**src/rtl/hex_scroll_feeder_pkg.sv**
```systemverilog
// Shared display defines for the HEX message scroller.
//   CHAR_W / BLANK_CODE : character code width and the all-off code
//   NUM_DIGITS          : digits on the seven-segment bank
//   MSG_LEN_DEF / TICK_DIV_DEF : default ring length and scroll divider
//   scroll_state_e      : scroller FSM encodings
//   ring_idx()          : wrap a pointer sum back into the ring
package hex_scroll_feeder_pkg;

   localparam int CHAR_W       = 5;
   localparam int NUM_DIGITS   = 6;
   localparam logic [CHAR_W-1:0] BLANK_CODE = 5'b11111;
   localparam int MSG_LEN_DEF  = 18;
   localparam int TICK_DIV_DEF = 12500000;

   typedef enum logic [1:0] {
      ST_BLANK  = 2'd0,
      ST_SCROLL = 2'd1,
      ST_PAUSED = 2'd2
   } scroll_state_e;

   // Sum is at most (len-1)+(NUM_DIGITS-1) < 2*len, so one subtract suffices.
   function automatic logic [4:0] ring_idx(input logic [5:0] sum, input logic [5:0] len);
      logic [5:0] r;
      r = (sum >= len) ? (sum - len) : sum;
      return r[4:0];
   endfunction

endpackage

```
**src/rtl/hex_scroll_feeder_if.sv**
```systemverilog
// Message buffer write port.
//   wr_en   : write strobe
//   wr_addr : buffer index (indices >= MSG_LEN are dropped)
//   wr_data : character code
interface hex_scroll_feeder_if;
   import hex_scroll_feeder_pkg::*;

   logic              wr_en;
   logic [4:0]        wr_addr;
   logic [CHAR_W-1:0] wr_data;

   modport master (output wr_en, output wr_addr, output wr_data);
   modport slave  (input  wr_en, input  wr_addr, input  wr_data);
endinterface

```
**src/rtl/hex_scroll_feeder_tick.sv**
```systemverilog
// Scroll-rate divider: counts 0..TICK_DIV-1 and flags the terminal cycle.
//   CLOCK_50 / reset : clock, synchronous active-high reset
//   hold             : freeze the count
//   clear            : force the count to 0 (wins over hold)
//   step             : high during the cycle the count wraps to 0
module scroll_tick_gen
   import hex_scroll_feeder_pkg::*;
#(
   parameter int TICK_DIV = TICK_DIV_DEF
) (
   input  logic CLOCK_50,
   input  logic reset,
   input  logic hold,
   input  logic clear,
   output logic step
);

   localparam int CNT_W = $clog2(TICK_DIV);
   localparam logic [CNT_W-1:0] CNT_TC = CNT_W'(TICK_DIV - 1);

   logic [CNT_W-1:0] cnt_q, cnt_d;

   always_comb begin
      cnt_d = cnt_q;
      step  = 1'b0;
      if (clear) begin
         cnt_d = '0;
      end else if (!hold) begin
         if (cnt_q == CNT_TC) begin
            cnt_d = '0;
            step  = 1'b1;
         end else begin
            cnt_d = cnt_q + CNT_W'(1);
         end
      end
   end

   always_ff @(posedge CLOCK_50) begin
      if (reset) cnt_q <= '0;
      else       cnt_q <= cnt_d;
   end

endmodule

```
**src/rtl/hex_scroll_feeder.sv**
```systemverilog
// Six-digit scrolling message source for the charToHex digit bank.
//   CLOCK_50 / reset : clock, synchronous active-high reset
//   enable / pause   : show+scroll / freeze scrolling
//   wr               : message buffer write port
//   display          : enable to all charToHex instances
//   char5..char0     : codes for hex5 (leftmost) .. hex0
//   pos / wrap       : rotation pointer, pulse on pointer wrap to 0
//
// state  | meaning
// BLANK  | digits off, divider cleared, pointer held
// SCROLL | divider running, pointer advances on each step
// PAUSED | divider and pointer frozen, digits lit
module hex_scroll_feeder
   import hex_scroll_feeder_pkg::*;
#(
   parameter int MSG_LEN  = MSG_LEN_DEF,
   parameter int TICK_DIV = TICK_DIV_DEF
) (
   input  logic                   CLOCK_50,
   input  logic                   reset,
   input  logic                   enable,
   input  logic                   pause,
   hex_scroll_feeder_if.slave     wr,
   output logic                   display,
   output logic [CHAR_W-1:0]      char0,
   output logic [CHAR_W-1:0]      char1,
   output logic [CHAR_W-1:0]      char2,
   output logic [CHAR_W-1:0]      char3,
   output logic [CHAR_W-1:0]      char4,
   output logic [CHAR_W-1:0]      char5,
   output logic [4:0]             pos,
   output logic                   wrap
);

   localparam logic [5:0] LEN6     = 6'(MSG_LEN);
   localparam logic [4:0] LEN5     = 5'(MSG_LEN);
   localparam logic [4:0] LAST_POS = 5'(MSG_LEN - 1);

   function automatic logic [MSG_LEN*CHAR_W-1:0] default_msg();
      logic [MSG_LEN*CHAR_W-1:0] r;
      r = '0;
      for (int i = 0; i < MSG_LEN; i++) r[i*CHAR_W +: CHAR_W] = CHAR_W'(MSG_LEN - 1 - i);
      return r;
   endfunction

   localparam logic [MSG_LEN*CHAR_W-1:0] DEFAULT_MSG = default_msg();

   // The buffer stores each entry XOR its default character, so the all-zero
   // power-up state of the flops reads back as the default message without
   // any reset or init pattern; reset leaves it untouched.
   logic [CHAR_W-1:0] msg_delta_q [MSG_LEN];
   logic [CHAR_W-1:0] msg_rd      [MSG_LEN];
   logic              wr_hit;

   assign wr_hit = wr.wr_en && (wr.wr_addr < LEN5);

   always_ff @(posedge CLOCK_50) begin
      if (wr_hit)
         msg_delta_q[wr.wr_addr] <= wr.wr_data ^ DEFAULT_MSG[wr.wr_addr*CHAR_W +: CHAR_W];
   end

   always_comb begin
      for (int i = 0; i < MSG_LEN; i++)
         msg_rd[i] = msg_delta_q[i] ^ DEFAULT_MSG[i*CHAR_W +: CHAR_W];
   end

   scroll_state_e                       state_q, state_d;
   logic [4:0]                          pos_q, pos_d;
   logic                                wrap_q, wrap_d;
   logic                                display_q, display_d;
   logic [NUM_DIGITS-1:0][CHAR_W-1:0]   chars_q, chars_d;
   logic                                step, tick_hold, tick_clear;

   // Disabling clears the divider on the same edge, so no step can land
   // while the FSM is heading into BLANK.
   assign tick_clear = !enable || (state_q == ST_BLANK);
   assign tick_hold  = (state_q != ST_SCROLL);

   scroll_tick_gen #(.TICK_DIV(TICK_DIV)) u_tick (
      .CLOCK_50 (CLOCK_50),
      .reset    (reset),
      .hold     (tick_hold),
      .clear    (tick_clear),
      .step     (step)
   );

   always_comb begin
      state_d = state_q;
      pos_d   = pos_q;
      if (!enable) begin
         state_d = ST_BLANK;
      end else begin
         case (state_q)
            ST_BLANK: begin
               state_d = ST_SCROLL;
               pos_d   = '0;
            end
            ST_SCROLL: begin
               if (step) pos_d = (pos_q == LAST_POS) ? 5'd0 : pos_q + 5'd1;
               if (pause) state_d = ST_PAUSED;
            end
            ST_PAUSED: begin
               if (!pause) state_d = ST_SCROLL;
            end
            default: state_d = ST_BLANK;
         endcase
      end

      wrap_d    = step && (pos_q == LAST_POS);
      display_d = (state_q != ST_BLANK);
      for (int k = 0; k < NUM_DIGITS; k++) begin
         chars_d[NUM_DIGITS-1-k] = (state_q == ST_BLANK) ? BLANK_CODE
                                 : msg_rd[ring_idx({1'b0, pos_q} + 6'(k), LEN6)];
      end
   end

   always_ff @(posedge CLOCK_50) begin
      if (reset) begin
         state_q   <= ST_BLANK;
         pos_q     <= '0;
         wrap_q    <= 1'b0;
         display_q <= 1'b0;
         chars_q   <= {NUM_DIGITS{BLANK_CODE}};
      end else begin
         state_q   <= state_d;
         pos_q     <= pos_d;
         wrap_q    <= wrap_d;
         display_q <= display_d;
         chars_q   <= chars_d;
      end
   end

   assign display = display_q;
   assign wrap    = wrap_q;
   assign pos     = pos_q;
   assign char0   = chars_q[0];
   assign char1   = chars_q[1];
   assign char2   = chars_q[2];
   assign char3   = chars_q[3];
   assign char4   = chars_q[4];
   assign char5   = chars_q[5];

endmodule
```
**src/flat_wrapper.sv**
```systemverilog
// flat-port wrapper written by rule: the top's interface ports become plain ports
module hex_scroll_feeder_flat import hex_scroll_feeder_pkg::*;
#(
   parameter int MSG_LEN  = MSG_LEN_DEF,
   parameter int TICK_DIV = TICK_DIV_DEF
)
  (CLOCK_50, reset, enable, pause, display, char0, char1, char2, char3, char4, char5, pos, wrap, wr_wr_en, wr_wr_addr, wr_wr_data);
  hex_scroll_feeder_if wr_i ();
  input  logic CLOCK_50;
  input  logic reset;
  input  logic enable;
  input  logic pause;
  output logic display;
  output logic [CHAR_W-1:0] char0;
  output logic [CHAR_W-1:0] char1;
  output logic [CHAR_W-1:0] char2;
  output logic [CHAR_W-1:0] char3;
  output logic [CHAR_W-1:0] char4;
  output logic [CHAR_W-1:0] char5;
  output logic [4:0] pos;
  output logic wrap;
  input wire logic [$bits(wr_i.wr_en)-1:0] wr_wr_en;
  input wire logic [$bits(wr_i.wr_addr)-1:0] wr_wr_addr;
  input wire logic [$bits(wr_i.wr_data)-1:0] wr_wr_data;
  assign wr_i.wr_en = wr_wr_en;
  assign wr_i.wr_addr = wr_wr_addr;
  assign wr_i.wr_data = wr_wr_data;
  hex_scroll_feeder #(.MSG_LEN(MSG_LEN), .TICK_DIV(TICK_DIV)) u_core (.CLOCK_50(CLOCK_50), .reset(reset), .enable(enable), .pause(pause), .wr(wr_i), .display(display), .char0(char0), .char1(char1), .char2(char2), .char3(char3), .char4(char4), .char5(char5), .pos(pos), .wrap(wrap));
endmodule
```
**config.mk**
```make
export PLATFORM = sky130hd
export DESIGN_NAME = hex_scroll_feeder_flat
export DESIGN_NICKNAME = d
export VERILOG_FILES = /design/src/rtl/hex_scroll_feeder_pkg.sv /design/src/rtl/hex_scroll_feeder_if.sv /design/src/rtl/hex_scroll_feeder_tick.sv /design/src/rtl/hex_scroll_feeder.sv /design/src/flat_wrapper.sv
export SDC_FILE = /design/constraint.sdc
export NUM_CORES = 1
export LEC_CHECK = 0
export BUFFER_PORTS_ARGS = -buffer_cell sky130_fd_sc_hd__buf_4
export CAP_MARGIN = 40
export CORE_MARGIN = 2
export CORE_UTILIZATION = 25
export DETAILED_ROUTE_END_ITERATION = 10
export GPL_ROUTABILITY_DRIVEN = 0
export PLACE_DENSITY = 0.46
export SYNTH_ARGS = -nofsm -noshare
export SYNTH_HDL_FRONTEND = slang
export SYNTH_SLANG_ARGS = --single-unit
```
**constraint.sdc**
```tcl
create_clock -name CLOCK_50 -period 4.8 [get_ports CLOCK_50]
set_clock_uncertainty 0.05 [all_clocks]
set_input_delay 1.2 -clock CLOCK_50 [delete_from_list [all_inputs] [get_ports CLOCK_50]]
set_output_delay 1.2 -clock CLOCK_50 [all_outputs]
set_load 0.02 [all_outputs]
```
## Word-level counts from Yosys, hierarchy flattened

Memories as Yosys holds them, arrays and structs flattened.
Cells that the tools add are included.

- Bits in registers: 63
- RAM bits: 90
- Bits of input ports: 15
- Output and inout bits: 37
- Memories kept: 1

- Add/sub/neg operators: 13
- $mul: 1
- $lt $le $gt $ge: 13
- Equality and inequality tests: 8
- Shifts and indexed selects: 1
- Mux-type cells: 36
- Bitwise gates (word level): 25
- Reductions and logical operators: 12

Memory list:

| memory | words | bits a word | rd ports | clocked after memory_dff | write ports | RTL line | text |
|---|---|---|---|---|---|---|---|
| u_core.msg_delta_q | 18 | 5 | 18 | 0 | 1 | hex_scroll_feeder.sv:51 | `logic [CHAR_W-1:0] msg_delta_q [MSG_LEN];` |

Operators by type and width:

| kind | count |
|---|---|
| $bmux 5 s5 | 6 |
| $mux 5 | 20 |
| $shiftx 90x9->5 const A | 1 |
| $ge 6x6->1 const B | 6 |
| $not 5->6 | 6 |
| $ge 6x5->1 const B | 5 |
| $sub 5x5->5 const B | 6 |
| $add 24x1->24 const B | 1 |
| $eq 24x24->1 const B | 1 |
| $mux 24 | 1 |
| $not 2->2 | 7 |
| $add 5x2->6 const B | 2 |
| $add 5x3->6 const B | 2 |
| $not 3->3 | 4 |
| $pmux 5 s2 | 1 |
| $mul 5x3->8 const B | 1 |
| $add 5x1->6 const B | 1 |
| $not 1->1 | 6 |
| $pmux 2 s3 | 1 |
| $reduce_or 2->1 | 3 |
| $add 5x1->5 const B | 1 |
| $eq 5x5->1 const B | 1 |
| $ge 5x5->1 const B | 1 |
| $lt 5x5->1 const B | 1 |
| 15 further kinds | 24 |

## Logic depth before layout (Yosys ltp)

- Depth in word-level cells: 7
- Mapped depth: 16
- Mapped depth without buffers: 11

## Modules after synthesis

From an unflattened synthesis, not the netlist that was laid out.

- Cell total of the unflattened synthesis: 1111
- Area total of the unflattened synthesis: 11013.1 sq um

Modules (own cells, without submodules):

| module | instances | cells an instance | area each (sq um) | sequential area each (sq um) |
|---|---|---|---|---|
| hex_scroll_feeder | 1 | 974 | 9816.9 | 3483.3 |
| scroll_tick_gen | 1 | 137 | 1196.1 | 480.5 |

## Worst setup path after synthesis

No wires, ideal clock.

- Path kind: reg2reg
- Start point: register u_core.pos_q[0] (netlist: u_core.pos[0])
- End point: register u_core.chars_q (netlist bit u_core.char4[3])
- Setup time: 0.139 ns
- Arrival time: 3.869 ns
- Required time: 4.611 ns
- Slack: 0.742 ns
- Cell stages (with the launch flop): 15
- Path buffers: 6
- Period minus slack after synthesis: 4.058 ns
- Cell sequence: dfxtp_1 > buf_2 > buf_4 > inv_2 > buf_2 > buf_2 > ha_1 > inv_1 > clkbuf_1 > clkbuf_1 > ha_1 > a32oi_4 > mux4_2 > nor2_1 > o221ai_2

- Longest elaborated chain between the ends: 7

RTL lines:

| item | RTL line | text |
|---|---|---|
| start, declared | hex_scroll_feeder.sv:68 | `logic [4:0] pos_q, pos_d;` |
| start signal, assigned | hex_scroll_feeder.sv:126 | `pos_q <= pos_d;` |
| $add 5x1->6 (*) | hex_scroll_feeder.sv:113 | `: msg_rd[ring_idx({1'b0, pos_q} + 6'(k), LEN6)];` |
| $sub 5x5->5 or $ge 6x5->1 (tied branches) | hex_scroll_feeder_pkg.sv:24 | `r = (sum >= len) ? (sum - len) : sum;` |
| $mux 5 (*) | hex_scroll_feeder_pkg.sv:24 |  |
| $not 5->6 (implied by the code) (*) | hex_scroll_feeder.sv:113 |  |
| $bmux 5 s5 (*) | hex_scroll_feeder.sv:113 |  |
| $mux 5 (implied by the code) (*) (2 in series) | hex_scroll_feeder.sv:113 |  |
| end signal, assigned | hex_scroll_feeder.sv:123 | `chars_q <= {NUM_DIGITS{BLANK_CODE}};` |
| end signal, assigned | hex_scroll_feeder.sv:129 | `chars_q <= chars_d;` |
| end, declared | hex_scroll_feeder.sv:71 | `logic [NUM_DIGITS-1:0][CHAR_W-1:0] chars_q, chars_d;` |

Every way passes the cells marked *; elsewhere a longest branch is shown, timed or not. The select of a mux whose other input is x is not followed.
A chain may end at the register's enable or synchronous reset.

## Worst setup path after layout

- Start point: register u_core.pos_q[0] (netlist: u_core.pos[0])
- End point: register u_core.chars_q (netlist bit u_core.char0[2])

- Longest elaborated chain between the ends: 7

RTL lines:

| item | RTL line |
|---|---|
| $add 5x3->6 (*) | hex_scroll_feeder.sv:113 |
| $sub 5x5->5 or $ge 6x5->1 (tied branches) | hex_scroll_feeder_pkg.sv:24 |
| $mux 5 (*) | hex_scroll_feeder_pkg.sv:24 |
| $not 5->6 (implied by the code) (*) | hex_scroll_feeder.sv:113 |
| $bmux 5 s5 (*) | hex_scroll_feeder.sv:113 |
| $mux 5 (implied by the code) (*) (2 in series) | hex_scroll_feeder.sv:113 |

Marks and branches as above.

==> results.md <==
Status:
- The flow ran to the end, and the final reports show no timing, DRC or antenna violations.

Layout:
- The repair_antennas step left the layout with diodes totalling 0.
- The net count of the finished layout is 1,241.
- The register ranked first by flip-flop count is u_core.msg_delta_q.
- The layout cell share with drive strength beyond 1 is 19.8%.
- In the final layout, the registers with the most flip-flops are u_core.msg_delta_q: 90 flops, u_core.u_tick.cnt_q: 24 flops.
- The register with the most flip-flops in the layout has 90 of them.
- From synthesis to final layout, the design area changed by 14.0%.

Worst setup path:
- The startpoint of the most critical setup path is u_core.pos[0].
- The biggest cell delay along the critical path is 0.72 ns.
- STA puts the critical path data arrival time at 4.24 ns.
- The critical path in this run is classified as reg2reg.
- The slack of the worst reg-to-reg path is 0.88 ns.
- The required time of the critical path is 5.12 ns.
- The largest individual stage delay along the critical path comes from the cell o31a_1.
- The count of cells along the worst register-to-register path is 9.
- The capture point of the worst reg-to-reg path is u_core.char0[2].
- Along the worst path, the maximum fanout reaches 48.
- STA classifies the critical path startpoint as a flop.
- The worst setup path is captured at a flop.
- In this run the worst setup path terminates at u_core.char0[2].
- The critical path goes through inv_2, ha_2, buf_4, buf_4, o31a_1, mux2i_1, a222oi_1, nand3_1, o211ai_1.
- The worst register-to-register path begins at u_core.pos[0].
- The most numerous cell type found on the critical path is buf_4.

Pwr:
- The clock share of power is 43.6%.
- The switching part of the total is 27.5%.
- The power density over the cells is 241 mW/mm^2.
- In this run the power spent charging and discharging nets is 861 uW.
- The sequential cell fraction of total power is 45.9%.
- The combinational fraction of design power is 10.5%.
- The internal power is 2.27 mW.
- The maximum resistive drop on vdd is 0.259 mV.
- For this design the static power due to leakage is 4.45 nW.

Clock tree:
- The clock latency at the later pin of the worst-skew pair is 0.46 ns.
- The cts-stage hold buffer count is 0.
- The clock buffer count from CTS is 17.
- Once the clock tree was built, the setup fixing pass inserted 0 buffers.
- The H-tree generated during clock tree synthesis spans 4 levels.
- The clock net sink count is 153.
- After clock tree synthesis, the clock-pin slew on the worst setup and hold paths is 0.07 ns.
- The root buffer cell chosen for the clock tree is clkbuf_16.
- The maximum count of clock buffers along a single path is 2.
- The number of gates resized after cts is 0.
- The TritonCTS clock tree is yes.

Synth:
- The synthesized netlist occupies a cell area of 0.0114 sq mm.
- The total number of yosys warnings is 0.
- Yosys mapped a number of flops with a built-in enable equal to 90.
- The most used flip-flop cell after synthesis is edfxtp_1.
- In this run, synthesis produced a sequential element count of 153.
- The number of cells produced by synthesis is 1,169.
- A synthesized cell averages 9.75 sq um.
- The fraction of the yosys area taken by sequential cells is 34.8%.
- Of all flip-flops after synthesis, the portion carrying an async set or reset was 0%.
- Counting every net in the synthesized netlist gives 1,207.
- The distinct cell type count after synthesis is 92.

STA:
- The period utilization is 81.6%.
- For the finished layout, the period the worst path requires is 3.92 ns.
- Setup repair after global routing left no endpoint under its margin.
- The hold violation total from the final report is 0.
- The final number of max-transition violations is 0.
- The transition time at the pin with the least slew margin is 0.957 ns.
- Hold timing on the final database bottoms out at a slack of 0.470 ns.
- The maximum operating frequency is 0.255 GHz.
- The remaining max-slew budget at the tightest pin is 35.7%.
- The total of endpoints with negative setup slack in the final report is 0.
- Setup total negative slack on the finished layout was measured at 0 ns.

Floorplan:
- The core region is 0.0452 sq mm.
- The overall die width is 217 microns.
- The die is 217 microns tall.
- During I/O placement, the number of pins put on the boundary was 52.
- The effective utilization at floorplan is 25.2%.
- The number of placement rows is 78.
- The die area is 0.0473 sq mm.

Drt:
- After detailed routing, the number of vias per cell comes to 5.47.
- The starting DRC count in detailed routing is 967.
- The detailed-router iteration count before antenna repair is 5.
- The number of remaining DRC errors is 0.
- The final layout contains routed wiring with a total length of 41,900 microns.
- The wire length per cell is 23.1 microns.
- The remaining antenna violation count after routing is 0.
- The detailed router placed 9,923 vias in this run.

Placed design:
- After legalization and detailed placement, the total HPWL measured 31,800 microns.
- The count of buffers added on input and output ports is 51.

Global routing:
- The total overflow left after global routing is 0.
- The via count of the first global-routing pass was 9,432.
- The initial antenna violation count was 0.
- Across every metal layer, demand over resource in global routing totals 17.7%.
- The largest net degree at the start of global routing is 54.
- The first global-routing pass estimated 62,400 microns of wire.

Min path:
- The class of the worst hold path is reg2reg.

Job:
- The tool flagged a number of max-cap violations equal to 0.
==> how the worst min path moves through the flow <==
stage          slack (ns)  cells past startpoint                 endpoint                     from
2_1_floorplan        0.42                      2  u_core.u_tick.cnt_q[18]  u_core.u_tick.cnt_q[18]
3_3_place_gp         0.44                      2   u_core.u_tick.cnt_q[4]   u_core.u_tick.cnt_q[4]
3_5_place_dp         0.46                      2  u_core.u_tick.cnt_q[13]  u_core.u_tick.cnt_q[13]
4_1_cts              0.47                      2  u_core.u_tick.cnt_q[18]  u_core.u_tick.cnt_q[18]
5_1_grt              0.50                      2   u_core.u_tick.cnt_q[4]   u_core.u_tick.cnt_q[4]
6_report             0.47                      2   u_core.u_tick.cnt_q[4]   u_core.u_tick.cnt_q[4]
==> cells by family (layout without fill, tap and decap cells) <==
group,count (synthesis),count (layout),share of synthesized area [%]
DFF,153,153,34.8
AOI/OAI and AO/OA,311,311,19.7
and+or+nand+nor,365,365,15.2
adders and majority gates,24,24,2.61
xor gates and xnor gates,45,45,4.02
buffers and inverters,124,170,5.17
muxes,147,147,18.4
==> area by class of cell <==
cell class,instances,area (sq um)
clock buffers,18,429
repair buffers,85,638
clock inverters,13,143
inverters,54,203
fillers,4754,32200
well taps,600,751
flip-flops and latches,153,3970
multi-input cells,892,6860
==> metrics by stage <==
step	instances	utilization, %	setup WS, ns	instance area, sq um	power (mW)
detailed placement	1784	27.5	0.870	12400	1.80
floorplan	1169	-	0.742	11400	1.67
global placement	1776	27.3	0.926	12400	1.79
global route	1815	28.7	0.509	13000	3.24
finish	1815	28.7	0.882	13000	3.13
CTS	1815	28.7	0.878	13000	3.16
==> power groups by stage <==
stage / Sequential (mW) / Clock (mW) / Combinational (mW)
after CTS: 1.44 / 1.40 / 0.329
after floorplan: 1.47 / 0 / 0.204
after detailed placement: 1.47 / 0 / 0.328
after global placement: 1.47 / 0 / 0.325
final: 1.44 / 1.36 / 0.330
after global routing: 1.44 / 1.45 / 0.356
==> metal layers <==
metal | track usage [%] | share of wire [%] | wire length [microns] | vias to the layer above
li1 | - | - | - | 4523
met1 | 23.2 | 43 | 17900 | 4910
met2 | 29.4 | 48 | 20000 | 429
met3 | 2.86 | 6.5 | 2710 | 61
met4 | 6.44 | 2.9 | 1210 | 0
met5 | 0 | 0 | 0 | -
==> critical path: cells and delay by family, from the launching register on <==
kind                       cells  cell delay (ns)
DFF                            1             0.62
and+or+nand+nor                1             0.12
AOI/OAI and AO/OA              3             1.20
muxes                          1             0.21
adders and majority gates      1             0.46
buffers and inverters          3             1.16
==> cells in the mapped netlist (all sizes together), types with 6 or more instances <==
library cell | instances | share of area, %
o211ai | 35 | 2.5
o31ai | 6 | 0.52
o31a | 6 | 0.46
a221oi | 7 | 0.54
a22oi | 6 | 0.40
ha | 23 | 2.5
edfxtp | 90 | 24
xnor2 | 30 | 2.7
o221ai | 15 | 1.3
a21oi | 63 | 2.9
a32oi | 6 | 0.63
clkbuf | 23 | 0.76
or3 | 6 | 0.33
or2 | 6 | 0.33
nand2b | 10 | 0.55
mux2i | 66 | 5.8
a211o | 6 | 0.46
o21ai | 65 | 3.0
a31oi | 12 | 0.77
nor2 | 129 | 4.3
xor2 | 15 | 1.3
mux4 | 47 | 9.3
nor2b | 8 | 0.44
a211oi | 10 | 0.70
nand4 | 12 | 0.79
inv | 54 | 1.8
nor3 | 21 | 0.97
nand2 | 102 | 3.4
and2 | 8 | 0.44
mux2 | 34 | 3.4
o22ai | 13 | 0.71
dfxtp | 63 | 11
o2111ai | 13 | 1.0
buf | 47 | 2.6
nand3 | 38 | 1.7
==> cells in the final DEF, fill, tap and decap left out, types with 31 or more instances in the layout <==
| cell type | count |
|---|---|
| inv_1 | 52 |
| edfxtp_1 | 90 |
| o211ai_1 | 33 |
| o21ai_0 | 55 |
| nand3_1 | 38 |
| nand2_1 | 101 |
| nor2_1 | 125 |
| dfxtp_1 | 62 |
| mux2i_1 | 66 |
| buf_4 | 80 |
| mux2_2 | 31 |
| a21oi_1 | 59 |
| mux4_2 | 47 |
(Power assumes the default switching activity.)
